[config.mk]
export PLATFORM = sky130hd
export DESIGN_NAME = bika_layer_ctrl_flat
export DESIGN_NICKNAME = d
export VERILOG_FILES = /design/src/rtl/bika_layer_ctrl_if.sv /design/src/rtl/bika_layer_ctrl.sv /design/src/flat_wrapper.sv
export SDC_FILE = /design/constraint.sdc
export NUM_CORES = 1
export LEC_CHECK = 0
export CAP_MARGIN = 20
export CORE_MARGIN = 3
export CORE_UTILIZATION = 45
export CTS_BUF_LIST = sky130_fd_sc_hd__clkbuf_4 sky130_fd_sc_hd__clkbuf_8 sky130_fd_sc_hd__clkbuf_16
export DETAILED_ROUTE_END_ITERATION = 12
export GPL_TIMING_DRIVEN = 1
export PLACE_DENSITY = 0.74
export SLEW_MARGIN = 20
export SYNTH_ARGS = -nofsm -noshare
export SYNTH_HDL_FRONTEND = slang
export SYNTH_SLANG_ARGS = --single-unit
[constraint.sdc]
create_clock -name sys_clk -period 8.7 [get_ports sys_clk]
set_input_delay 2.61 -clock sys_clk [delete_from_list [all_inputs] [get_ports sys_clk]]
set_output_delay 2.61 -clock sys_clk [all_outputs]
set_load 0.005 [all_outputs]
[src/rtl/bika_layer_ctrl_if.sv]
// Signal bundle between the BiKA layer sequencer and its buffers, neuron lanes and result sink.
// master = sequencer side, slave = surrounding environment.
interface bika_layer_ctrl_if #(
  parameter int NUM_LANES = 4,
  parameter int ACT_AW    = 10,
  parameter int THR_AW    = 14
);
  logic                     start;
  logic [15:0]              cfg_in_length;
  logic [15:0]              cfg_num_out;
  logic                     busy;
  logic                     done;
  logic                     cfg_err;
  logic                     act_rd_en;
  logic [ACT_AW-1:0]        act_addr;
  logic [7:0]               act_rdata;
  logic                     thr_rd_en;
  logic [THR_AW-1:0]        thr_addr;
  logic [NUM_LANES*8-1:0]   thr_rdata;
  logic [7:0]               nrn_activ;
  logic [NUM_LANES*8-1:0]   nrn_thr;
  logic                     nrn_in_valid;
  logic [15:0]              nrn_in_length;
  logic [NUM_LANES*16-1:0]  nrn_out;
  logic [NUM_LANES-1:0]     nrn_out_valid;
  logic [15:0]              res_data;
  logic [15:0]              res_idx;
  logic                     res_valid;
  logic                     res_ready;

  modport master (
    input  start, cfg_in_length, cfg_num_out, act_rdata, thr_rdata,
           nrn_out, nrn_out_valid, res_ready,
    output busy, done, cfg_err, act_rd_en, act_addr, thr_rd_en, thr_addr,
           nrn_activ, nrn_thr, nrn_in_valid, nrn_in_length,
           res_data, res_idx, res_valid
  );

  modport slave (
    output start, cfg_in_length, cfg_num_out, act_rdata, thr_rdata,
           nrn_out, nrn_out_valid, res_ready,
    input  busy, done, cfg_err, act_rd_en, act_addr, thr_rd_en, thr_addr,
           nrn_activ, nrn_thr, nrn_in_valid, nrn_in_length,
           res_data, res_idx, res_valid
  );
endinterface

[src/rtl/bika_layer_ctrl.sv]
// Sequencer for one fully-connected BiKA layer: streams activations/thresholds into
// NUM_LANES neuron lanes group by group and serialises the lane sums as a result stream.
module bika_layer_ctrl #(
  parameter int NUM_LANES = 4,
  parameter int ACT_AW    = 10,
  parameter int THR_AW    = 14
) (
  input  logic sys_clk,
  input  logic sys_rst_n,
  bika_layer_ctrl_if.master bus
);

  localparam int          SHIFT     = (NUM_LANES > 1) ? $clog2(NUM_LANES) : 0;
  localparam int          LW        = (NUM_LANES > 1) ? SHIFT : 1;
  localparam logic [15:0] LANE_MASK = 16'(NUM_LANES - 1);

  typedef enum logic [2:0] {IDLE, CHECK, FEED, WAIT, DRAIN, FIN} state_t;

  state_t                  state, state_n;
  logic [15:0]             len_q;
  logic [15:0]             num_q;
  logic [15:0]             grp;
  logic [15:0]             elem;
  logic [THR_AW-1:0]       thr_base;
  logic [LW-1:0]           lane;
  logic [NUM_LANES*16-1:0] bank;
  logic                    err_q;
  logic                    in_valid_q;

  logic [15:0] num_groups;
  logic [15:0] grp_base;
  logic [15:0] remaining;
  logic [15:0] last_lane;
  logic [15:0] lane_ext;
  logic        last_group;
  logic        lane_done;
  logic        elem_last;
  logic        cfg_bad;
  logic        xfer;

  // Group count is ceil(num_out / NUM_LANES); the last group may be only partly populated.
  assign num_groups = (num_q >> SHIFT) + {15'd0, |(num_q & LANE_MASK)};
  assign grp_base   = grp << SHIFT;
  assign remaining  = num_q - grp_base;
  assign last_group = (grp == num_groups - 16'd1);
  assign last_lane  = last_group ? (remaining - 16'd1) : LANE_MASK;
  assign lane_ext   = 16'(lane);
  assign lane_done  = (lane_ext == last_lane);
  assign elem_last  = (elem == len_q - 16'd1);
  assign cfg_bad    = (len_q == 16'd0) || (num_q == 16'd0);
  assign xfer       = (state == DRAIN) && bus.res_ready;

  always_ff @(posedge sys_clk or negedge sys_rst_n) begin
    if (!sys_rst_n) state <= IDLE;
    else            state <= state_n;
  end

  always_comb begin
    state_n       = state;
    bus.busy      = 1'b0;
    bus.done      = 1'b0;
    bus.act_rd_en = 1'b0;
    bus.act_addr  = '0;
    bus.thr_rd_en = 1'b0;
    bus.thr_addr  = '0;
    bus.res_valid = 1'b0;
    bus.res_data  = '0;
    bus.res_idx   = '0;
    case (state)
      IDLE: begin
        if (bus.start) state_n = CHECK;
      end
      CHECK: begin
        bus.busy = 1'b1;
        state_n  = cfg_bad ? FIN : FEED;
      end
      FEED: begin
        bus.busy      = 1'b1;
        bus.act_rd_en = 1'b1;
        bus.thr_rd_en = 1'b1;
        bus.act_addr  = ACT_AW'(elem);
        bus.thr_addr  = thr_base + THR_AW'(elem);
        if (elem_last) state_n = WAIT;
      end
      WAIT: begin
        bus.busy = 1'b1;
        if (bus.nrn_out_valid[0]) state_n = DRAIN;
      end
      DRAIN: begin
        bus.busy      = 1'b1;
        bus.res_valid = 1'b1;
        bus.res_data  = bank[int'(lane)*16 +: 16];
        bus.res_idx   = grp_base + lane_ext;
        if (xfer && lane_done) state_n = last_group ? FIN : FEED;
      end
      FIN: begin
        bus.done = 1'b1;
        state_n  = IDLE;
      end
      default: state_n = IDLE;
    endcase
  end

  // Counters, holding bank and latched config; thr_base tracks g*in_length modulo the address width.
  always_ff @(posedge sys_clk or negedge sys_rst_n) begin
    if (!sys_rst_n) begin
      len_q      <= '0;
      num_q      <= '0;
      grp        <= '0;
      elem       <= '0;
      thr_base   <= '0;
      lane       <= '0;
      bank       <= '0;
      err_q      <= 1'b0;
      in_valid_q <= 1'b0;
    end else begin
      in_valid_q <= (state == FEED);
      case (state)
        IDLE: begin
          if (bus.start) begin
            len_q <= bus.cfg_in_length;
            num_q <= bus.cfg_num_out;
            err_q <= 1'b0;
          end
        end
        CHECK: begin
          grp      <= '0;
          elem     <= '0;
          thr_base <= '0;
          lane     <= '0;
          if (cfg_bad) err_q <= 1'b1;
        end
        FEED: begin
          elem <= elem_last ? 16'd0 : elem + 16'd1;
        end
        WAIT: begin
          lane <= '0;
          if (bus.nrn_out_valid[0]) bank <= bus.nrn_out;
        end
        DRAIN: begin
          if (xfer) begin
            if (lane_done) begin
              lane <= '0;
              if (!last_group) begin
                grp      <= grp + 16'd1;
                thr_base <= thr_base + THR_AW'(len_q);
              end
            end else begin
              lane <= lane + LW'(1);
            end
          end
        end
        default: ;
      endcase
    end
  end

  // RAM data already has its one-cycle latency, so it is presented alongside the delayed strobe.
  assign bus.nrn_in_valid  = in_valid_q;
  assign bus.nrn_activ     = in_valid_q ? bus.act_rdata : 8'd0;
  assign bus.nrn_thr       = in_valid_q ? bus.thr_rdata : '0;
  assign bus.nrn_in_length = len_q;
  assign bus.cfg_err       = err_q;

endmodule

[src/flat_wrapper.sv]
// flat-port wrapper written by rule: the top's interface ports become plain ports
module bika_layer_ctrl_flat 
#(
  parameter int NUM_LANES = 4,
  parameter int ACT_AW    = 10,
  parameter int THR_AW    = 14
)
  (sys_clk, sys_rst_n, bus_start, bus_cfg_in_length, bus_cfg_num_out, bus_act_rdata, bus_thr_rdata, bus_nrn_out, bus_nrn_out_valid, bus_res_ready, bus_busy, bus_done, bus_cfg_err, bus_act_rd_en, bus_act_addr, bus_thr_rd_en, bus_thr_addr, bus_nrn_activ, bus_nrn_thr, bus_nrn_in_valid, bus_nrn_in_length, bus_res_data, bus_res_idx, bus_res_valid);
  bika_layer_ctrl_if #(.NUM_LANES(NUM_LANES), .ACT_AW(ACT_AW), .THR_AW(THR_AW)) bus_i ();
  input  logic sys_clk;
  input  logic sys_rst_n;
  input wire logic [$bits(bus_i.start)-1:0] bus_start;
  input wire logic [$bits(bus_i.cfg_in_length)-1:0] bus_cfg_in_length;
  input wire logic [$bits(bus_i.cfg_num_out)-1:0] bus_cfg_num_out;
  input wire logic [$bits(bus_i.act_rdata)-1:0] bus_act_rdata;
  input wire logic [$bits(bus_i.thr_rdata)-1:0] bus_thr_rdata;
  input wire logic [$bits(bus_i.nrn_out)-1:0] bus_nrn_out;
  input wire logic [$bits(bus_i.nrn_out_valid)-1:0] bus_nrn_out_valid;
  input wire logic [$bits(bus_i.res_ready)-1:0] bus_res_ready;
  output wire logic [$bits(bus_i.busy)-1:0] bus_busy;
  output wire logic [$bits(bus_i.done)-1:0] bus_done;
  output wire logic [$bits(bus_i.cfg_err)-1:0] bus_cfg_err;
  output wire logic [$bits(bus_i.act_rd_en)-1:0] bus_act_rd_en;
  output wire logic [$bits(bus_i.act_addr)-1:0] bus_act_addr;
  output wire logic [$bits(bus_i.thr_rd_en)-1:0] bus_thr_rd_en;
  output wire logic [$bits(bus_i.thr_addr)-1:0] bus_thr_addr;
  output wire logic [$bits(bus_i.nrn_activ)-1:0] bus_nrn_activ;
  output wire logic [$bits(bus_i.nrn_thr)-1:0] bus_nrn_thr;
  output wire logic [$bits(bus_i.nrn_in_valid)-1:0] bus_nrn_in_valid;
  output wire logic [$bits(bus_i.nrn_in_length)-1:0] bus_nrn_in_length;
  output wire logic [$bits(bus_i.res_data)-1:0] bus_res_data;
  output wire logic [$bits(bus_i.res_idx)-1:0] bus_res_idx;
  output wire logic [$bits(bus_i.res_valid)-1:0] bus_res_valid;
  assign bus_i.start = bus_start;
  assign bus_i.cfg_in_length = bus_cfg_in_length;
  assign bus_i.cfg_num_out = bus_cfg_num_out;
  assign bus_i.act_rdata = bus_act_rdata;
  assign bus_i.thr_rdata = bus_thr_rdata;
  assign bus_i.nrn_out = bus_nrn_out;
  assign bus_i.nrn_out_valid = bus_nrn_out_valid;
  assign bus_i.res_ready = bus_res_ready;
  assign bus_busy = bus_i.busy;
  assign bus_done = bus_i.done;
  assign bus_cfg_err = bus_i.cfg_err;
  assign bus_act_rd_en = bus_i.act_rd_en;
  assign bus_act_addr = bus_i.act_addr;
  assign bus_thr_rd_en = bus_i.thr_rd_en;
  assign bus_thr_addr = bus_i.thr_addr;
  assign bus_nrn_activ = bus_i.nrn_activ;
  assign bus_nrn_thr = bus_i.nrn_thr;
  assign bus_nrn_in_valid = bus_i.nrn_in_valid;
  assign bus_nrn_in_length = bus_i.nrn_in_length;
  assign bus_res_data = bus_i.res_data;
  assign bus_res_idx = bus_i.res_idx;
  assign bus_res_valid = bus_i.res_valid;
  bika_layer_ctrl #(.NUM_LANES(NUM_LANES), .ACT_AW(ACT_AW), .THR_AW(THR_AW)) u_core (.sys_clk(sys_clk), .sys_rst_n(sys_rst_n), .bus(bus_i));
endmodule
==> results.txt <==
The run finished with clean final reports. The largest driver fanout on the critical path came out at 7. The number of buffers created by CTS is 17. The register bit total from synthesis is between 100 and 150.

Setup repair after global routing left no endpoint under its margin. The number of global-route vias before repair came out at between 9000 and 10000. The first-pass iteration count of the detailed router came out at 5.

The footprint of the multi-input gates is 6670 um^2. The DRC violation total after the first TritonRoute iteration is 639. The share of async-settable or async-resettable flops after synthesis is 1.00.

In the routed design, unresolved DRC markers number 0. The main flop type after synthesis is sky130_fd_sc_hd__dfrtp_1. The first global-routing pass estimated 49500 um of wire. The average cell area after synthesis is about 9.5 um^2. The H-tree was split into 4 levels. The achievable clock frequency is between 150 and 200 MHz.

The min-delay analysis places its worst path in the category flip-flop to flip-flop. The signal arrival time at the worst endpoint came out at around 3800 ps. The pin count of the biggest net entering global routing is a little under 80. The stage delay of the slowest cell on the critical path is between 500 and 600 ps. The worst hold path depth came out at 1.

The global-route met3 utilization is 0.0672. Across the whole layout, storage elements account for 3730 um^2. The net total in the final layout is approximately 1600.

The pin slew with the least headroom to its limit came out at slightly above 1000 ps. The total routed wirelength came out at ~30000 um. The number of distinct library cells after synthesis came out at 80. The HPWL after detailed placement is roughly 23000 um. Traced cell by cell, the critical path runs through ha_1 > fa_1 > a21o_1 > a21oi_1 > o21bai_1 > a21oi_1 > o21bai_1 > a21oi_1 > nor2b_1 > o21ai_0 > nor2b_1 > xor2_1 > nor2_1 > clkdlybuf4s50_1. TritonCTS built the clock tree. In this run the cell area of the synthesized design comes to approximately 11000 um^2. The clock transition at the registers of the reported paths is roughly 70 ps. For this design the ratio of total power to cell area is 321 nW/um^2. The routed via count divided by cell count is 5.65. The final critical path time including I/O delays and setup came out at 6370 ps. STA classifies the critical path endpoint as a primary output. The top cell types in the final layout, fill and taps aside, are sky130_fd_sc_hd__clkdlybuf4s50_1, sky130_fd_sc_hd__dfrtp_1, sky130_fd_sc_hd__nor2_1. The clock passes through at most 2 buffers. The number of rows created at floorplan is 56. The clock reaches the later pin of the worst-skew pair after ~430 ps. Grouping stages by cell kind, the critical path spends the most delay in compound AO/OA/AOI/OAI gates.

The post-synthesis cell count came out at roughly 1100. The met2 global-route usage came out at 0.391. The slowest stage of the critical path is the sky130_fd_sc_hd__clkdlybuf4s50_1 cell. The share of the core filled with cells in the final layout came out at 0.600. IR analysis of the VDD net gives a maximum drop of roughly 150 uV.

The minimum setup slack among reg-to-reg paths is between 3000 and 4000 ps. The worst setup skew after layout came out at between 9 and 10 ps. The setup-violating endpoint count in the final report is 0. The die covers 26000 um^2. The count of buffering cells on the critical path with inverters included is 1. Setup slack closes at 2330 ps. The required time of the critical path came out at 6090 ps. The global-route usage over all layers came out at 0.232. The initial standard-cell utilization of the core is 0.460.

The post-cts hold buffer count is 0. The number of enable-type register cells in the synthesized netlist is 0. STA classifies the critical path startpoint as a flip-flop.

The share of the clock period used by the worst path after layout came out at 0.732. The number of I/O port buffers is between 200 and 300. The number of maximum-capacitance violations is 0. The length in cells of the worst reg-to-reg path came out at 16.

The leakage dissipation is slightly below 6 nW. OpenSTA, run right after detailed placement, puts the worst setup slack at between 2000 and 2500 ps. The clock sink total is roughly 150. In this run the tightest slew margin relative to its limit is 0.310. The initial antenna violation count came out at 0. The share of post-route cells with drive strength above 1 came out at 0.130. The number of synthesis warnings is 0. The tree is rooted in a sky130_fd_sc_hd__clkbuf_16. By startpoint and endpoint, the worst setup path is classified as flip-flop to primary output. The sequential element share of the synthesized area is 0.343.

During I/O placement, the number of pins put on the boundary was ~260. The worst register-to-register path ends at u_core.grp[11]. The number of antenna diodes came out at 0.

Fill cells in the final layout number between 2000 and 2500. The total number of vias is approximately 9600. The synthesized netlist net count came out at around 1300. The post-synthesis to final-layout area growth is 30.5%.

The number of instances resized during post-cts repair came out at 0. The total grt overflow came out at 0. By instance count, the cell type seen most on the critical path is sky130_fd_sc_hd__a21oi_1. For this run, global-route usage on met1 was measured as 0.288.

The mean routed wirelength per cell came out at between 15 and 20 um. The startpoint identified for the worst hold timing path is u_core.bank[57]. The worst register-to-register path begins at u_core.num_q[0]. Setup total negative slack on the finished layout was measured at 0 ps. From left edge to right edge, the die measures between 150 and 200 um. Leaving out fill and tap cells, the most frequent cell in the layout is sky130_fd_sc_hd__clkdlybuf4s50_1. The hold violation total from the final report was 0. In this run the standard cell core region covers 23600 um^2.

In this run the post-CTS setup repair buffer count came out at 0. The number of max-slew violations in the final report is 0. For hold timing, the worst endpoint is u_core.bank[57]. In this run the most used layer during global routing was met2.

The die height is roughly 160 um. The routability congestion estimate from global placement came out at between 0.9 and 1. The count of nets left with antenna violations after detail routing is 0.
==> final cells by class <==
class,count,share of cell area
multi-input cells,881,0.470
flip-flops and latches,149,0.263
repair buffers,268,0.188
clock buffers,18,0.0305
well taps,319,0.0282
inverters,42,0.0111
clock inverters,14,0.00927
==> report_power, final <==
| group | switching, mW | leakage [nW] | internal [mW] | total [mW] |
|---|---|---|---|---|
| logic | 1.23 | 3.71 | 1.25 | 2.48 |
| clock network | 0.340 | 0.269 | 0.381 | 0.721 |
| registers | 0.399 | 1.92 | 0.948 | 1.35 |
==> kinds of logic (layout without fill, tap and decap cells) <==
group,count (synthesis),in the layout,share of synthesized area
compound gates,228,228,0.142
xor+xnor,89,89,0.0730
fa+ha+maj,48,48,0.0567
buf+inv,111,342,0.0433
flops,149,149,0.343
mux,124,124,0.145
simple gates,392,392,0.197
==> synthesized netlist by cell type, types with 4 or more instances <==
cell,instances,area [um^2]
sky130_fd_sc_hd__nor4b_1,4,35.0
sky130_fd_sc_hd__inv_1,42,158
sky130_fd_sc_hd__o21bai_1,8,60.1
sky130_fd_sc_hd__nor3_1,24,120
sky130_fd_sc_hd__mux2i_1,10,100
sky130_fd_sc_hd__mux4_2,16,360
sky130_fd_sc_hd__or3_1,11,68.8
sky130_fd_sc_hd__nand4_1,13,81.3
sky130_fd_sc_hd__nand3_1,41,205
sky130_fd_sc_hd__o311ai_0,4,35.0
sky130_fd_sc_hd__nor2b_1,7,43.8
sky130_fd_sc_hd__or2_2,4,25.0
sky130_fd_sc_hd__nor3b_1,4,30.0
sky130_fd_sc_hd__a31oi_1,10,62.6
sky130_fd_sc_hd__a21oi_1,40,200
sky130_fd_sc_hd__o41ai_1,15,131
sky130_fd_sc_hd__buf_2,16,80.1
sky130_fd_sc_hd__nand2b_1,5,31.3
sky130_fd_sc_hd__dfrtp_1,149,3730
sky130_fd_sc_hd__nor2_1,95,357
sky130_fd_sc_hd__and2_1,56,350
sky130_fd_sc_hd__or4_1,12,90.1
sky130_fd_sc_hd__ha_1,46,576
sky130_fd_sc_hd__clkbuf_1,45,169
sky130_fd_sc_hd__a21o_1,11,82.6
sky130_fd_sc_hd__nor4_1,12,75.1
sky130_fd_sc_hd__o211ai_1,9,67.6
sky130_fd_sc_hd__and3_1,36,225
sky130_fd_sc_hd__o31ai_1,8,60.1
sky130_fd_sc_hd__buf_6,4,45.0
sky130_fd_sc_hd__xor2_1,31,272
sky130_fd_sc_hd__mux2_2,93,1050
sky130_fd_sc_hd__a211oi_1,10,75.1
sky130_fd_sc_hd__and4_1,7,61.3
sky130_fd_sc_hd__nand2_1,43,161
sky130_fd_sc_hd__mux2_1,4,45.0
sky130_fd_sc_hd__o21a_1,6,45.0
sky130_fd_sc_hd__xnor2_1,57,499
sky130_fd_sc_hd__o21ai_0,66,330
==> layer usage <==
metal  vias to the layer above  routed length (um)
met5                         -                   0
met4                         0                 652
met3                        38                2470
met2                       309               14400
met1                      4611               12900
li1                       4601                   -
==> flip-flops by register name, indices dropped and copies added (netlist names), 2 cells and up <==
name and cells:
u_core.bank 64, u_core.bus.nrn_in_length 16, u_core.elem 16, u_core.grp 16, u_core.lane 2, u_core.num_q 16
u_core.state 3, u_core.thr_base 14
==> worst max-delay path by stage <==
stage | slack (ps) | end | cells past startpoint | from
6_report | 2330 | bus_thr_addr[10] | 14 | u_core.elem[0]
5_1_grt | 2010 | bus_thr_addr[10] | 14 | u_core.elem[0]
4_1_cts | 2310 | bus_thr_addr[10] | 14 | u_core.elem[0]
3_5_place_dp | 2320 | bus_nrn_thr[0] | 3 | bus_thr_rdata[0]
3_3_place_gp | 2320 | bus_nrn_thr[0] | 3 | bus_thr_rdata[0]
2_1_floorplan | 3340 | bus_nrn_activ[0] | 1 | bus_act_rdata[0]
==> worst register-to-register path, delay by kind of cell (launching register included) <==
kind                     cells  cell delay (ps)
AND/OR/NAND/NOR              6             1710
AO/OA/AOI/OAI                4             1520
adder cells (fa/ha/maj)      3             1050
flip-flops                   1              530
multiplexers                 1              360
buffers and inverters        2              210
==> per-stage QoR <==
step	instances	cell area (um^2)	hold slack, ps	power (mW)
after floorplan	1141	10900	466	3.06
after global placement	1659	13600	483	3.76
after detailed placement	1659	13600	490	3.82
after CTS	1691	14200	506	4.57
after global routing	1691	14200	518	4.92
final	1691	14200	505	4.55
(Power assumes the default switching activity.)
==> edit: new RTL, config.mk and constraints unchanged <==
`ACT_AW` is set to 10 in 3 places; all go to 9.
--- a/src/rtl/bika_layer_ctrl_if.sv
+++ b/src/rtl/bika_layer_ctrl_if.sv
@@ -4,3 +4,3 @@
   parameter int NUM_LANES = 4,
-  parameter int ACT_AW    = 10,
+  parameter int ACT_AW    = 9,
   parameter int THR_AW    = 14
--- a/src/rtl/bika_layer_ctrl.sv
+++ b/src/rtl/bika_layer_ctrl.sv
@@ -4,3 +4,3 @@
   parameter int NUM_LANES = 4,
-  parameter int ACT_AW    = 10,
+  parameter int ACT_AW    = 9,
   parameter int THR_AW    = 14
--- a/src/flat_wrapper.sv
+++ b/src/flat_wrapper.sv
@@ -4,3 +4,3 @@
   parameter int NUM_LANES = 4,
-  parameter int ACT_AW    = 10,
+  parameter int ACT_AW    = 9,
   parameter int THR_AW    = 14
Interface: changed (resized bus_act_addr); port bits go from 263 to 262. No check against the original RTL was run, so the function may have changed too.
==> edit against the original RTL <==
- hold slack got worse by 3.0 ps
- die area fell by 1.5%
- first-iteration DRC count down 17%
- synthesized cell count decreased by 1.6%
- clock power increased by 2%
- sequential power decreased by 4%
- synthesized area shrank 1.5%
- setup slack got worse by 15 ps
- power is 9.7% lower
- largest power group unchanged
- final area shrank 0.94%
- routed wire length fell by 2.9%
- utilization increased by 1.1 points
- sequential cell count unchanged
==> edit: results <==
set metrics [dict create \
    max_freq_ghz 0.157 \
    cp_max_fo 1 \
    p_clk_uw 737 \
    ir_worst_vdd_mv 0.152 \
    swShare_pct 40.9 \
    finClkSkew_ps 12.7 \
    synth.net_count 1315 \
    power_mw 4.11 \
    place_ws_ps 2280 \
    place_inst 1643 \
    nets 1541 \
    hpwlAfterDp_mm 21.9 \
    place.gp.congestion 0.868 \
    grt_pass1_wl_mm 48.3 \
    layout.cells.non_filler 1675 \
    num_vias 9354 \
    r2r_setup_slack_ps 3110 \
    wl_per_cell_um 17.7 \
    layout-drive-gt1-share_pct 13.1 \
    p_comb_mw 2.08 \
    yosys.cell_types.count 89 \
    place_area_mm2 0.0135 \
    avgSynthCellArea_um2 9.52 \
    antenna_found_initial 0 \
    tightest_slew_ps 1090 \
    port-buffer-count 258 \
    cts_root_buffer "clkbuf_16" \
    ys_top_cells_by_area "dfrtp_1 35%, mux2_2 9.6%, ha_1 5.4%, xnor2_1 4.6%, mux4_2 3.4%" \
    whs_ps 502 \
    grt_max_degree 87 \
    cp.arrival_ps 3770 \
    track_usage_pct 22.9 \
    drt_iter0_drc 531 \
    ys_seq_area_share_pct 34.9 \
    ys_top_cells_by_count "149 x dfrtp_1, 91 x mux2_2, 88 x nor2_1, 62 x o21ai_0, 58 x nand2_1" \
    status "finished clean" \
]
[edit: final timing paths]
kind / cells after the start / startpoint / endpoint
setup / recovery: 3 / bus_thr_rdata[17] / bus_nrn_thr[17]
hold / removal: 1 / u_core.bank[58]$_DFFE_PN0P_ / u_core.bank[58]$_DFFE_PN0P_
setup reg to reg: 18 / u_core.num_q[0]$_DFFE_PN0P_ / u_core.grp[7]$_DFFE_PN0P_
hold reg to reg: 1 / u_core.bank[58]$_DFFE_PN0P_ / u_core.bank[58]$_DFFE_PN0P_
max in group asynchronous: 2 / sys_rst_n / u_core.bank[23]$_DFFE_PN0P_
min in group asynchronous: 1 / sys_rst_n / u_core.bus.nrn_in_valid$_DFF_PN0_
[edit: logic make-up after synthesis]
| logic type | count (synthesis) | synth area share, % |
|---|---|---|
| xor gates and xnor gates | 92 | 7.73 |
| adders and majority gates | 48 | 5.76 |
| DFF | 149 | 34.9 |
| muxes | 111 | 13.4 |
| and+or+nand+nor | 402 | 20.3 |
| AOI/OAI and AO/OA | 218 | 13.9 |
| buffers and inverters | 103 | 4.06 |
[edit: critical path, cell delays in order]
cell,delay (ps)
clkdlybuf4s50_1,450
and2_1,190
clkdlybuf4s50_1,530
[edit: metal layers]
metal  global-route usage, %  vias to the layer above  share of wire (%)
met5                       0                        -                  0
met4                    6.86                        0                1.7
met3                    7.13                       33                8.7
met2                    38.8                      314                 48
li1                        -                     4515                  -
met1                    27.9                     4492                 42
[edit: area by class of cell]
class | instances | area (um2)
clock buffer | 18 | 439
clock inverter | 14 | 131
inverter | 44 | 165
fill | 2009 | 8940
tap | 313 | 392
multi-input combinational | 871 | 6550
sequential | 149 | 3730
timing repair buffer | 266 | 2640
